<file path="src/rtl/flash_prefetch_buffer_if.sv">
// -----------------------------------------------------------------------------
// flash_prefetch_buffer_if
// Groups the CPU native memory bus and the flash cache read/write port that
// the prefetch buffer sits between.
//
// CPU side (picoRV native bus):
//   cpu_valid/cpu_instr/cpu_addr/cpu_wstrb/cpu_wdata : request, held by the CPU
//   cpu_ready/cpu_rdata                              : one-cycle completion
// Flash cache side:
//   fl_select/fl_wstrb/fl_addr/fl_wdata : request towards the cache
//   fl_ready/fl_data                    : one-cycle completion from the cache
//
// Handshake semantics (both sides): a requester raises its valid/select and
// holds the request fields stable until the responder returns a single-cycle
// ready pulse; read data is only meaningful in that ready cycle. The requester
// drops its request in the cycle after the pulse (the buffer drops fl_select
// combinationally in the fl_ready cycle itself).
//
// Modports:
//   slave  : the prefetch buffer (serves the CPU, drives the cache)
//   master : the environment (CPU plus flash cache)
// -----------------------------------------------------------------------------
interface flash_prefetch_buffer_if;
    logic        cpu_valid;
    logic        cpu_instr;
    logic [14:0] cpu_addr;
    logic [3:0]  cpu_wstrb;
    logic [31:0] cpu_wdata;
    logic        cpu_ready;
    logic [31:0] cpu_rdata;

    logic        fl_select;
    logic [3:0]  fl_wstrb;
    logic [14:0] fl_addr;
    logic [31:0] fl_wdata;
    logic        fl_ready;
    logic [31:0] fl_data;

    modport slave (
        input  cpu_valid, cpu_instr, cpu_addr, cpu_wstrb, cpu_wdata,
        output cpu_ready, cpu_rdata,
        output fl_select, fl_wstrb, fl_addr, fl_wdata,
        input  fl_ready, fl_data
    );

    modport master (
        output cpu_valid, cpu_instr, cpu_addr, cpu_wstrb, cpu_wdata,
        input  cpu_ready, cpu_rdata,
        input  fl_select, fl_wstrb, fl_addr, fl_wdata,
        output fl_ready, fl_data
    );
endinterface

</file>
<file path="src/rtl/flash_prefetch_buffer.sv">
// -----------------------------------------------------------------------------
// flash_prefetch_buffer
// One-entry sequential prefetch buffer between the picoRV native memory bus
// and the cached user-flash port. Every CPU access is forwarded to the cache;
// after a qualifying read the next word is fetched speculatively so that a
// following sequential fetch completes one cycle after it is accepted.
//
// Parameters:
//   PREFETCH_DATA : 1 = prefetch after data reads too, 0 = instruction reads only
//   LAST_WORD     : highest valid flash word address; nothing is prefetched past it
//
// Ports:
//   clk, reset_n  : clock, asynchronous active-low reset
//   bus           : CPU and flash cache buses (slave modport)
//   pf_hit        : pulse, request served from the prefetch entry
//   pf_discard    : pulse, a valid prefetch entry was dropped unused
//   dbg_state     : current FSM state
//   dbg_pf_valid  : prefetch entry valid
//   dbg_pf_addr   : prefetch entry address
// -----------------------------------------------------------------------------
module flash_prefetch_buffer #(
    parameter bit          PREFETCH_DATA = 1'b0,
    parameter logic [14:0] LAST_WORD     = 15'd19455
) (
    input  logic                    clk,
    input  logic                    reset_n,
    flash_prefetch_buffer_if.slave  bus,
    output logic                    pf_hit,
    output logic                    pf_discard,
    output logic [1:0]              dbg_state,
    output logic                    dbg_pf_valid,
    output logic [14:0]             dbg_pf_addr
);

    typedef enum logic [1:0] {
        ST_IDLE     = 2'd0,
        ST_FETCH    = 2'd1,
        ST_PREFETCH = 2'd2,
        ST_RESPOND  = 2'd3
    } state_t;

    state_t      state_q,      state_d;
    logic [31:0] cpu_rdata_q,  cpu_rdata_d;
    logic [3:0]  fl_wstrb_q,   fl_wstrb_d;
    logic [14:0] fl_addr_q,    fl_addr_d;
    logic [31:0] fl_wdata_q,   fl_wdata_d;
    logic        pf_hit_q,     pf_hit_d;
    logic        pf_discard_q, pf_discard_d;
    logic        pf_valid_q,   pf_valid_d;
    logic [14:0] pf_addr_q,    pf_addr_d;
    logic [31:0] pf_data_q,    pf_data_d;
    // Attributes of the request currently being served; RESPOND needs them
    // to decide on a prefetch even when the request never reached the cache.
    logic [14:0] req_addr_q,   req_addr_d;
    logic        req_read_q,   req_read_d;
    logic        req_instr_q,  req_instr_d;

    logic        cpu_read;
    logic        pf_match;
    logic        prefetch_ok;

    assign cpu_read    = (bus.cpu_wstrb == 4'h0);
    assign pf_match    = pf_valid_q && (pf_addr_q == bus.cpu_addr);
    // The upper bound keeps the increment from leaving the flash array.
    assign prefetch_ok = req_read_q && (req_instr_q || PREFETCH_DATA)
                         && (req_addr_q < LAST_WORD);

    always_comb begin
        state_d      = state_q;
        cpu_rdata_d  = cpu_rdata_q;
        fl_wstrb_d   = fl_wstrb_q;
        fl_addr_d    = fl_addr_q;
        fl_wdata_d   = fl_wdata_q;
        pf_hit_d     = 1'b0;
        pf_discard_d = 1'b0;
        pf_valid_d   = pf_valid_q;
        pf_addr_d    = pf_addr_q;
        pf_data_d    = pf_data_q;
        req_addr_d   = req_addr_q;
        req_read_d   = req_read_q;
        req_instr_d  = req_instr_q;

        case (state_q)
            ST_IDLE: begin
                if (bus.cpu_valid) begin
                    req_addr_d  = bus.cpu_addr;
                    req_read_d  = cpu_read;
                    req_instr_d = bus.cpu_instr;
                    if (cpu_read && pf_match) begin
                        cpu_rdata_d = pf_data_q;
                        pf_hit_d    = 1'b1;
                        pf_valid_d  = 1'b0;
                        state_d     = ST_RESPOND;
                    end else begin
                        // Any miss or write consumes the entry: a write may
                        // alias it and a miss means the stream moved on.
                        if (pf_valid_q) begin
                            pf_valid_d   = 1'b0;
                            pf_discard_d = 1'b1;
                        end
                        fl_addr_d  = bus.cpu_addr;
                        fl_wstrb_d = bus.cpu_wstrb;
                        if (!cpu_read) begin
                            fl_wdata_d = bus.cpu_wdata;
                        end
                        state_d = ST_FETCH;
                    end
                end
            end

            ST_FETCH: begin
                if (bus.fl_ready) begin
                    if (req_read_q) begin
                        cpu_rdata_d = bus.fl_data;
                    end
                    state_d = ST_RESPOND;
                end
            end

            ST_RESPOND: begin
                if (prefetch_ok) begin
                    fl_addr_d  = req_addr_q + 15'd1;
                    fl_wstrb_d = 4'h0;
                    state_d    = ST_PREFETCH;
                end else begin
                    state_d = ST_IDLE;
                end
            end

            ST_PREFETCH: begin
                // Runs to completion; a waiting CPU request is looked at in
                // IDLE afterwards and can hit on the entry stored here.
                if (bus.fl_ready) begin
                    pf_data_d  = bus.fl_data;
                    pf_addr_d  = fl_addr_q;
                    pf_valid_d = 1'b1;
                    state_d    = ST_IDLE;
                end
            end

            default: state_d = ST_IDLE;
        endcase
    end

    always_ff @(posedge clk or negedge reset_n) begin
        if (!reset_n) begin
            state_q      <= ST_IDLE;
            cpu_rdata_q  <= 32'h0;
            fl_wstrb_q   <= 4'h0;
            fl_addr_q    <= 15'h0;
            fl_wdata_q   <= 32'h0;
            pf_hit_q     <= 1'b0;
            pf_discard_q <= 1'b0;
            pf_valid_q   <= 1'b0;
            pf_addr_q    <= 15'h0;
            pf_data_q    <= 32'h0;
            req_addr_q   <= 15'h0;
            req_read_q   <= 1'b0;
            req_instr_q  <= 1'b0;
        end else begin
            state_q      <= state_d;
            cpu_rdata_q  <= cpu_rdata_d;
            fl_wstrb_q   <= fl_wstrb_d;
            fl_addr_q    <= fl_addr_d;
            fl_wdata_q   <= fl_wdata_d;
            pf_hit_q     <= pf_hit_d;
            pf_discard_q <= pf_discard_d;
            pf_valid_q   <= pf_valid_d;
            pf_addr_q    <= pf_addr_d;
            pf_data_q    <= pf_data_d;
            req_addr_q   <= req_addr_d;
            req_read_q   <= req_read_d;
            req_instr_q  <= req_instr_d;
        end
    end

    // Dropping select in the fl_ready cycle keeps the cache from seeing a
    // second request for a transfer that has just completed.
    assign bus.fl_select = ((state_q == ST_FETCH) || (state_q == ST_PREFETCH))
                           && !bus.fl_ready;
    assign bus.fl_wstrb  = fl_wstrb_q;
    assign bus.fl_addr   = fl_addr_q;
    assign bus.fl_wdata  = fl_wdata_q;
    assign bus.cpu_ready = (state_q == ST_RESPOND);
    assign bus.cpu_rdata = cpu_rdata_q;

    assign pf_hit       = pf_hit_q;
    assign pf_discard   = pf_discard_q;
    assign dbg_state    = state_q;
    assign dbg_pf_valid = pf_valid_q;
    assign dbg_pf_addr  = pf_addr_q;

endmodule

</file>
<file path="src/flat_wrapper.sv">
// flat-port wrapper written by rule: the top's interface ports become plain ports
module flash_prefetch_buffer_flat 
#(
    parameter bit          PREFETCH_DATA = 1'b0,
    parameter logic [14:0] LAST_WORD     = 15'd19455
)
  (clk, reset_n, pf_hit, pf_discard, dbg_state, dbg_pf_valid, dbg_pf_addr, bus_cpu_valid, bus_cpu_instr, bus_cpu_addr, bus_cpu_wstrb, bus_cpu_wdata, bus_cpu_ready, bus_cpu_rdata, bus_fl_select, bus_fl_wstrb, bus_fl_addr, bus_fl_wdata, bus_fl_ready, bus_fl_data);
  flash_prefetch_buffer_if bus_i ();
  input  logic clk;
  input  logic reset_n;
  output logic pf_hit;
  output logic pf_discard;
  output logic [1:0] dbg_state;
  output logic dbg_pf_valid;
  output logic [14:0] dbg_pf_addr;
  input wire logic [$bits(bus_i.cpu_valid)-1:0] bus_cpu_valid;
  input wire logic [$bits(bus_i.cpu_instr)-1:0] bus_cpu_instr;
  input wire logic [$bits(bus_i.cpu_addr)-1:0] bus_cpu_addr;
  input wire logic [$bits(bus_i.cpu_wstrb)-1:0] bus_cpu_wstrb;
  input wire logic [$bits(bus_i.cpu_wdata)-1:0] bus_cpu_wdata;
  output wire logic [$bits(bus_i.cpu_ready)-1:0] bus_cpu_ready;
  output wire logic [$bits(bus_i.cpu_rdata)-1:0] bus_cpu_rdata;
  output wire logic [$bits(bus_i.fl_select)-1:0] bus_fl_select;
  output wire logic [$bits(bus_i.fl_wstrb)-1:0] bus_fl_wstrb;
  output wire logic [$bits(bus_i.fl_addr)-1:0] bus_fl_addr;
  output wire logic [$bits(bus_i.fl_wdata)-1:0] bus_fl_wdata;
  input wire logic [$bits(bus_i.fl_ready)-1:0] bus_fl_ready;
  input wire logic [$bits(bus_i.fl_data)-1:0] bus_fl_data;
  assign bus_i.cpu_valid = bus_cpu_valid;
  assign bus_i.cpu_instr = bus_cpu_instr;
  assign bus_i.cpu_addr = bus_cpu_addr;
  assign bus_i.cpu_wstrb = bus_cpu_wstrb;
  assign bus_i.cpu_wdata = bus_cpu_wdata;
  assign bus_cpu_ready = bus_i.cpu_ready;
  assign bus_cpu_rdata = bus_i.cpu_rdata;
  assign bus_fl_select = bus_i.fl_select;
  assign bus_fl_wstrb = bus_i.fl_wstrb;
  assign bus_fl_addr = bus_i.fl_addr;
  assign bus_fl_wdata = bus_i.fl_wdata;
  assign bus_i.fl_ready = bus_fl_ready;
  assign bus_i.fl_data = bus_fl_data;
  flash_prefetch_buffer #(.PREFETCH_DATA(PREFETCH_DATA), .LAST_WORD(LAST_WORD)) u_core (.clk(clk), .reset_n(reset_n), .bus(bus_i), .pf_hit(pf_hit), .pf_discard(pf_discard), .dbg_state(dbg_state), .dbg_pf_valid(dbg_pf_valid), .dbg_pf_addr(dbg_pf_addr));
endmodule
</file>
<file path="config.mk">
export PLATFORM = sky130hd
export DESIGN_NAME = flash_prefetch_buffer_flat
export DESIGN_NICKNAME = d
export VERILOG_FILES = /design/src/rtl/flash_prefetch_buffer_if.sv /design/src/rtl/flash_prefetch_buffer.sv /design/src/flat_wrapper.sv
export SDC_FILE = /design/constraint.sdc
export NUM_CORES = 1
export LEC_CHECK = 0
export CELL_PAD_IN_SITES_DETAIL_PLACEMENT = 1
export CELL_PAD_IN_SITES_GLOBAL_PLACEMENT = 2
export CORE_MARGIN = 2
export CORE_UTILIZATION = 28
export DETAILED_ROUTE_END_ITERATION = 10
export GPL_TIMING_DRIVEN = 0
export PLACE_DENSITY_LB_ADDON = 0.1
export SLEW_MARGIN = 10
export SYNTH_ARGS = -nofsm -noshare
export SYNTH_HDL_FRONTEND = slang
export SYNTH_SLANG_ARGS = --single-unit
</file>
<file path="constraint.sdc">
create_clock -name clk -period 1.9 [get_ports clk]
set_input_delay 0.285 -clock clk [delete_from_list [all_inputs] [get_ports clk]]
set_output_delay 0.285 -clock clk [all_outputs]
set_load 0.02 [all_outputs]
</file>
== Word-level counts from Yosys, hierarchy flattened ==
Index checks and enable logic that the tools add are counted.

* Bits in registers: 152
* Input port bits: 88
* Output and inout bits: 105
* Word-level logic and storage cells: 76

* Add/subtract/negate cells: 1
* Order comparisons: 1
* Equal/unequal tests: 11
* Mux-type cells: 29
* Bitwise operators: 2
* Reduce and logical (&&, ||, !) cells: 19

{| class="wikitable"
|+ Operators by type and width
! operator !! number
|-
| 2-to-1 mux 32 bit || 4
|-
| one-hot mux 32 bit (2 select lines) || 1
|-
| 2-to-1 mux 15 bit || 3
|-
| one-hot mux 15 bit (2 select lines) || 1
|-
| adder 15 x 1 -> 15 bit, second input constant || 1
|-
| == test 15 bit || 1
|-
| < comparator 15 bit, second input constant || 1
|-
| 2-to-1 mux 4 bit || 3
|-
| 2-to-1 mux 2 bit || 5
|-
| 2-to-1 mux 1 bit || 9
|-
| inequality test 2 bit, second input constant || 4
|-
| one-hot mux 2 bit (4 select lines) || 1
|-
| one-hot mux 4 bit (2 select lines) || 1
|-
| AND reduction 4 bit || 2
|-
| inequality test 2 x 1 -> 1 bit, second input constant || 3
|-
| AND reduction 3 bit || 2
|-
| nonzero test 2 bit || 3
|-
| logical AND 1 bit || 5
|-
| AND reduction 5 bit || 1
|-
| == test 2 bit, second input constant || 2
|-
| zero test 4 bit || 1
|-
| AND reduction 2 bit || 2
|-
| == test 2 x 1 -> 1 bit, second input constant || 1
|-
| zero test 2 bit || 1
|-
| 4 further kinds || 5
|}

== Depth between registers and ports, before layout ==
Gate-level depths: netlist (run 1).

* Word-level depth: 6
* Mapped depth: 10
* Depth with buffers taken out: 7

== Worst setup path after synthesis (run 1) ==
No wires, ideal clock.

* Path type: reg-to-reg
* Start point: reg u_core.state_q[1] (netlist: u_core.dbg_state[1])
* End point: reg u_core.fl_addr_q[10] (netlist: u_core.bus.fl_addr[10])
* Setup time: 0.125 ns
* Data arrival time: 2.183 ns
* Required time: 1.775 ns
* Path slack: -0.409 ns
* Cell stages (with the launch flop): 8
* Path buffers: 2
* Clock period less this slack: 2.309 ns
* Path through: dfrtp_1 ha_1 clkbuf_1 nor2b_1 a2bb2oi_2 o21ai_4 buf_12 mux2_4

* Longest elaborated chain between the ends: 3
* Elaborated cells between the ends (all ways): 8
* Classes of those cells: eq/ne: 4; mux: 1; reduce/logical: 3

{| class="wikitable"
|+ Ends and longest elaborated chain
! what !! line !! text
|-
| start: declaration || flash_prefetch_buffer.sv:42 || <nowiki>state_t state_q, state_d;</nowiki>
|-
| start signal: assignment || flash_prefetch_buffer.sv:161 || <nowiki>state_q <= state_d;</nowiki>
|-
| == test 2 bit * || n/a ||
|-
| named net bus_cpu_ready || flat_wrapper.sv:21 || <nowiki>output wire logic [$bits(bus_i.cpu_ready)-1:0] bus_cpu_ready;</nowiki>
|-
| inequality test 2 x 1 -> 1 bit (no source line) / nonzero test 2 bit (equally long branches) || n/a ||
|-
| AND reduction 4 bit (no source line) || n/a ||
|-
| end signal: assignment || flash_prefetch_buffer.sv:164 || <nowiki>fl_addr_q <= fl_addr_d;</nowiki>
|-
| end: declaration || flash_prefetch_buffer.sv:45 || <nowiki>logic [14:0] fl_addr_q, fl_addr_d;</nowiki>
|}

The timed path passes the listed nets; every way through them passes the cells marked *.
A chain may end at the register's enable or synchronous reset.

== Worst setup path after layout (run 1) ==
* Start point: in bus_cpu_addr[8]
* End point: reg u_core.fl_addr_q[2] (netlist: u_core.bus.fl_addr[2])

* Longest elaborated chain between the ends: 5

{| class="wikitable"
|+ Ends and longest elaborated chain
! what !! line !! text
|-
| start: declaration || flat_wrapper.sv:18 || <nowiki>input wire logic [$bits(bus_i.cpu_addr)-1:0] bus_cpu_addr;</nowiki>
|-
| == test 15 bit || flash_prefetch_buffer.sv:63 || <nowiki>assign pf_match = pf_valid_q && (pf_addr_q == bus.cpu_addr);</nowiki>
|-
| logical AND 1 bit || flash_prefetch_buffer.sv:63 ||
|-
| logical AND 1 bit || flash_prefetch_buffer.sv:89 || <nowiki>if (cpu_read && pf_match) begin</nowiki>
|-
| inequality test 2 bit (no source line) || n/a ||
|-
| AND reduction 4 bit (no source line) || n/a ||
|}

No other way between the ends.

==> results.yml, run 1 <==
status:
  status: "finished with violations"
  failed_checks: "setup timing"
floorplan:
  die_h_um: 159
  fp.dieW_um: 159
  ios: 193
  coreArea_um2: 23500
  floorplan.initialDensity_pct: 28.6
  die-area_um2: 25300
  rows: 56
yosys:
  synth_xor_area_share_pct: 3.65
  synth-simple-area-share_pct: 6.86
  yosysWarnings: 0
  synth.net_count: 613
  synth_area_um2: 6730
  synth.yosys.seq_area_share_pct: 56.5
  synthCells: 520
  synth_top_family_by_area: "multiplexers"
  synth.distinct_cells: 41
  synth_fa_ha_area_share_pct: 0.930
  avgSynthCellArea_um2: 12.9
  synth_compound_area_share_pct: 5.19
  yosysTopAreaCell: "dfrtp_1"
  synth_top_area_share_pct: 56.5
  synth_mux_area_share_pct: 24.9
  ys_ff_latch: 152
  synth.area.top_cells: "dfrtp_1 (57%), mux2_2 (18%), mux2i_1 (4.9%)"
clock_network:
  clkTransAtPathRegs_ps: 60
  numCtsBuffers: 17
  h-tree-depth: 4
  cts_tree: "done"
  clock_path_buffers: 2
  root_buffer: "clkbuf_16"
  clock-sinks: 152
  insertion_delay_ps: 430
final_layout:
  fillers: 2531
  drive_gt1_share_pct: 28.4
  final_nets: 844
  area_delta_synth_final_pct: 49.2
placement:
  routabilityCongestion: 0.731
  io_buffers: 192
  dp_slack_ps: -1370
  dp_hpwl_mm: 13.9
min_path:
  hold_depth: 3
  hold_path.class: "input pin to flop"
  worstHoldStart: "bus_cpu_wstrb[1]"
  min_to: "u_core.bus.fl_wstrb[1]"
critical_path:
  cp.arrival_ps: 2380
  reg2reg_depth: 7
  cp_max_fo: 8
  cp.required_ps: 2210
  r2r_slack_ps: -170
  critPathKind: "input pin to flop"
  rr_startpoint: "u_core.req_addr_q[3]"
  r2r_end: "u_core.bus.fl_addr[2]"
  crit_path_start_kind: "input pin"
  cp-end-kind: "flop"
drt:
  vias: 4953
  drt_iter0_markers: 167
  vias_per_cell: 4.56
  post_drt_wl_per_cell_um: 18.4
  drt_pass1_iterations: 4
  remaining_drc_errors: 0
  routed_wl_mm: 20.0
  ant_nets: 0
sta:
  tightestPinTransition_ps: 577
  slew_violations: 0
  whs_ps: 333
  setup_viol: 51
  timing.final.ws_setup_ps: -172
  fin_crit_sh_pct: 109
  rsz0062_at_grt: "true"
  fin_crit_ps: 2070
  slew_headroom_pct: 61.5
  fin_skew_ps: 11.8
  fmax_ghz: 0.483
  hold_viol: 0
run:
  maxCapViolCount: 0
global_route:
  met1_usage_pct: 20.7
  grtUsageMet2_pct: 27.0
  grt_pass1_wl_mm: 32.5
  grt_max_degree: 80
  grt-busiest-layer: "met2"
  antenna_found_initial: 4
  met3_usage_pct: 6.12
  grt_overflow: 0
  grt_pass1_vias: 5687
  track_usage_pct: 16.5
pwr:
  peakVddDrop_v: 0.000770
  powerDensity_nw_per_um2: 1800
  leakagePower_nw: 4.22
-- power by group --
part | switching (mW) | internal (mW) | leakage, nW
clock network | 1.50 | 1.70 | 0.257
registers | 1.16 | 4.89 | 1.84
logic | 4.12 | 4.74 | 2.12
total | 6.79 | 11.3 | 4.22
-- synth_stat cells (all sizes together) --
master   number
dfrtp       152
a21oi        51
buf           9
mux2        116
a211oi        1
nand2        10
o21ai         3
and2          2
nand2b        2
xnor2        17
or4           1
and4b         1
or2           1
a32o          1
or3           1
nor2         55
nor3          2
a21boi        1
clkbuf       16
nand3         8
ha            5
a41o          1
xor2         11
mux2i        33
a211o         1
and3          1
inv           3
nor4          3
o211ai        1
nor2b         6
a2bb2oi       1
nand4         4
-- sequential cells by signal, summed over array words and instances, names as in the netlist --
name	count
u_core.pf_discard	1
u_core.bus.fl_addr	15
u_core.req_addr_q	15
u_core.bus.fl_wstrb	4
u_core.dbg_pf_addr	15
u_core.pf_hit	1
u_core.bus.cpu_rdata	32
u_core.pf_data_q	32
u_core.bus.fl_wdata	32
u_core.req_read_q	1
u_core.req_instr_q	1
u_core.dbg_state	2
u_core.dbg_pf_valid	1
-- worst max path at each step --
stage                               start                endpoint  slack (ps)  cells after the start
CTS                 u_core.dbg_pf_addr[0]  u_core.bus.fl_wstrb[0]        -230                      7
global route        u_core.dbg_pf_addr[8]  u_core.bus.fl_addr[14]        -280                      7
global placement                  reset_n     u_core.dbg_state[0]       -6500                      1
finish                    bus_cpu_addr[8]   u_core.bus.fl_addr[2]        -170                      8
floorplan             u_core.dbg_state[0]   u_core.dbg_pf_addr[0]        -100                      6
detailed placement       bus_cpu_wstrb[1]   u_core.bus.fl_addr[8]       -1370                      8
-- metrics by stage --
step / instances / utilization (%) / setup TNS [ps] / area, um^2 / power [mW]
2_1_floorplan: 520 / - / -5360 / 6760 / 10.9
4_1_cts: 1077 / 42.3 / -7980 / 9950 / 18.3
5_1_grt: 1084 / 42.6 / -12260 / 10000 / 19.3
6_report: 1085 / 42.6 / -5520 / 10000 / 18.1
3_5_place_dp: 1032 / 38.7 / -106370 / 9110 / 14.6
3_3_place_gp: 1031 / 38.6 / -1001050 / 9080 / 14.3
-- area by class of cell --
type | count | area, um^2 | area share, %
Inverter | 3 | 11.3 | 0.112
Multi-Input combinational cell | 341 | 2930 | 29.2
Tap cell | 319 | 399 | 3.98
Buffer | 24 | 228 | 2.27
Clock inverter | 14 | 119 | 1.18
Antenna cell | 3 | 7.51 | 0.0748
Timing Repair Buffer | 212 | 2110 | 21.0
Clock buffer | 17 | 425 | 4.24
Sequential cell | 152 | 3810 | 37.9
-- cells by family after synthesis --
logic type               count (synthesis)
flip-flops                             152
multiplexers                           149
AND/OR/NAND/NOR                         97
AO/OA/AOI/OAI                           61
XOR/XNOR                                28
buffers and inverters                   28
adder cells (fa/ha/maj)                  5
-- layout by cell type (no fill, tap or decap), drive strengths merged, types with 2 or more instances in the layout --
| cell | Yosys | layout |
|---|---|---|
| clkdlybuf4s50 | 0 | 184 |
| dfrtp | 152 | 152 |
| mux2 | 116 | 116 |
| nor2 | 55 | 55 |
| a21oi | 51 | 51 |
| mux2i | 33 | 33 |
| clkbuf | 16 | 31 |
| buf | 9 | 31 |
| xnor2 | 17 | 17 |
| xor2 | 11 | 11 |
| nand2 | 10 | 10 |
| inv | 3 | 10 |
| nand3 | 8 | 8 |
| nor2b | 6 | 6 |
| ha | 5 | 5 |
| nand4 | 4 | 4 |
| clkinvlp | 0 | 4 |
| dlygate4sd2 | 0 | 4 |
| diode | 0 | 3 |
| nor4 | 3 | 3 |
| clkinv | 0 | 3 |
| o21ai | 3 | 3 |
| and2 | 2 | 2 |
| nand2b | 2 | 2 |
| dlymetal6s2s | 0 | 2 |
| nor3 | 2 | 2 |
| a41o | 1 | 2 |
-- layer usage --
metal / share of wire, % / wire length, um
met2: 49 / 9700
met5: 0.065 / 13
met1: 44 / 8750
met4: 1.0 / 204
met3: 6.7 / 1330
-- worst max-delay path: stages --
cell,delay [ps]
clkdlybuf4s50_1,570
xnor2_2,140
nand4_1,180
nor3_4,320
nand3_4,130
o21ai_4,250
buf_12,170
mux2_2,330
-- what timing repair did --
action	CTS	global route
endpoints found under the setup margin	144	83
resized for setup	56	13
endpoints found under the hold margin	73	0
pin swaps	8	5
hold buffers	1	0
buffers inserted	13	5
cloned	1	0
Power figures use the tool's default switching activity.
==> run 2, diff against run 1 <==
--- a/config.mk
+++ b/config.mk
@@ -7,9 +7,10 @@
 export LEC_CHECK = 0
 export CELL_PAD_IN_SITES_DETAIL_PLACEMENT = 1
 export CELL_PAD_IN_SITES_GLOBAL_PLACEMENT = 2
-export CORE_MARGIN = 2
+export CORE_MARGIN = 3
 export CORE_UTILIZATION = 28
 export DETAILED_ROUTE_END_ITERATION = 10
+export GPL_ROUTABILITY_DRIVEN = 0
 export GPL_TIMING_DRIVEN = 0
 export PLACE_DENSITY_LB_ADDON = 0.1
 export SLEW_MARGIN = 10
==> run 2 against run 1 <==
  * The flow still finishes with violations (setup timing)
  * Sequential share of layout area down 0.35 points
  * Setup slack better by 2.3 ps
  * Cell count down 0.55%
  * Hold slack better by 39 ps
  * Clock power up 20%
  * Global-route usage down 0.70 points
  * Fmax up 0.11%
  * Power up 3.7%
  * Sequential cell count unchanged
  * Register-to-register slack about the same
  * Critical endpoint is now u_core.bus.fl_addr[14]
==> results.yml, run 2 (synthesized netlist as in run 1, its figures left out) <==
critical_path:
  cp.arrival_ps: 2370
  cp-end-kind: "flop"
  cpLargestDelayFamily: "simple AND/OR/NAND/NOR gates"
  critPathKind: "flop to flop"
  cp_max_fo: 5
  r2r_slack_ps: -170
  cp.required_ps: 2200
  critical_path.cell_chain: "nand4_1, nor4_1, nand3_1, xor2_1, a21oi_1, mux2_4"
  cp_num_buf_inv: 0
  max_stage_delay_ps: 550
  path_depth: 6
  crit_path_start_kind: "flop"
  reg2reg_depth: 6
  slowest_stage: "nor4_1"
drt:
  ant_nets: 0
  drt_iter0_markers: 194
  vias: 4968
  vias_per_cell: 4.60
  routed_wl_mm: 20.2
  post_drt_wl_per_cell_um: 18.7
  drt_pass1_iterations: 4
  remaining_drc_errors: 0
final_layout:
  area_delta_synth_final_pct: 50.8
  layout_commonest_cell: "clkdlybuf4s50_1"
  fillers: 2498
  final_nets: 839
  multi_input_area_um2: 2940
  regArea_um2: 3810
  final_cell_mix: "clkdlybuf4s50_1 (184), dfrtp_1 (145), mux2_2 (97)"
  drive_gt1_share_pct: 28.1
  design_area_um2: 10100
  stdcell_count: 1079
pwr:
  p_sw_share_pct: 35.6
  powerDensity_nw_per_um2: 1850
  pwr-share-clk_pct: 20.5
  comb_power_share_pct: 47.1
  intPower_mw: 12.1
  p_sw_mw: 6.69
  power_frac_seq_pct: 32.4
  total_power_mw: 18.8
  peakVddDrop_v: 0.000652
  leakagePower_nw: 4.27
clock_network:
  root_buffer: "clkbuf_16"
  clock_path_buffers: 2
  insertion_delay_ps: 420
  numCtsBuffers: 17
  clkTransAtPathRegs_ps: 60
  clock-sinks: 152
  cts_tree: "done"
  h-tree-depth: 4
floorplan:
  rows: 56
  die-area_um2: 25900
  coreArea_um2: 23500
  fp.dieW_um: 161
  floorplan.initialDensity_pct: 28.6
  die_h_um: 161
  ios: 193
placement:
  dpl_cell_area_um2: 9110
  dp.cells: 1032
  io_buffers: 192
  dp_hpwl_mm: 14.0
sta:
  fin_crit_sh_pct: 109
  fin_skew_ps: 12.1
  fin_crit_ps: 2070
  rsz0062_at_grt: "true"
  slew_headroom_pct: 64.6
  hold_viol: 0
  slew_violations: 0
  timing.final.ws_setup_ps: -170
  tightestPinTransition_ps: 526
  fmax_ghz: 0.483
  setup_viol: 51
run:
  maxCapViolCount: 0
min_path:
  hold_depth: 3
  hold_path.class: "input pin to flop"
global_route:
  grt_overflow: 0
  grt_pass1_wl_mm: 31.8
  track_usage_pct: 15.8
  grt_max_degree: 94
  antenna_found_initial: 4
  grt_pass1_vias: 5636
status:
  status: "finished with violations"
  failed_checks: "setup timing"
run 2: changes by cell type in the layout (fill, tap and decap cells not counted), sizes merged:
cell         before  now
a41o              2    1
buf              31   30
bufinv            0    6
clkbuf           31   33
clkinv            3    2
clkinvlp          4    1
diode             3    1
dlygate4sd2       4    3
inv              10    5
run 2: layout make-up:
type,instances,share of cell area (%)
Buffer,22,1.99
Clock inverter,11,2.16
Inverter,3,0.111
Clock buffer,21,4.34
Tap cell,319,3.94
Antenna cell,1,0.0247
Timing Repair Buffer,210,20.9
Sequential cell,152,37.6
Multi-Input combinational cell,340,29.0
run 2: path summary, 6_finish.rpt:
check,from,end
min,bus_cpu_wstrb[1],u_core.bus.fl_wstrb[1]
max in group asynchronous,reset_n,u_core.bus.fl_wstrb[3]
min in group asynchronous,reset_n,u_core.bus.fl_addr[9]
max,u_core.req_addr_q[7],u_core.bus.fl_addr[14]
max reg2reg,u_core.req_addr_q[7],u_core.bus.fl_addr[14]
min reg2reg,u_core.bus.fl_wdata[0],u_core.bus.fl_wdata[0]
run 2: power by group through the flow:
stage               Clock [mW]  Sequential (mW)  Combinational [mW]
floorplan                    0             7.21                3.65
global placement             0             6.00                8.36
detailed placement           0             6.09                8.53
CTS                       3.99             6.07                9.03
global route              4.13             6.32                9.51
finish                    3.85             6.08                8.86
run 2: stage by stage:
stage | setup TNS [ps] | setup slack (ps) | util, % | hold slack (ps)
5_1_grt | -11700 | -290 | 43.1 | 389
4_1_cts | -9210 | -323 | 42.6 | 386
3_3_place_gp | -1008880 | -6550 | 38.6 | 486
3_5_place_dp | -107710 | -1380 | 38.7 | 252
6_report | -4690 | -170 | 43.1 | 373
2_1_floorplan | -5360 | -96.3 | - | -10.6
run 2: per-layer routing:
metal | vias to the layer above | track usage (%) | part of all wire, %
li1 | 2283 | - | -
met1 | 2543 | 19.1 | 42
met2 | 115 | 26.6 | 50
met3 | 21 | 5.51 | 6.3
met4 | 6 | 5.16 | 1.3
met5 | - | 0 | 0.20
run 2: what timing repair did:
item / in CTS / in global routing
endpoints found under the setup margin: 144 / 112
pin swaps: 8 / 9
hold buffers: 1 / 0
gates resized for setup: 55 / 34
buffers inserted: 10 / 5
endpoints found under the hold margin: 59 / 0
cloned: 1 / 1
run 2: worst min-delay path, stage by stage:
cell,delay [ps]
dlymetal6s2s_1,160
nor2b_1,160
mux2_4,150
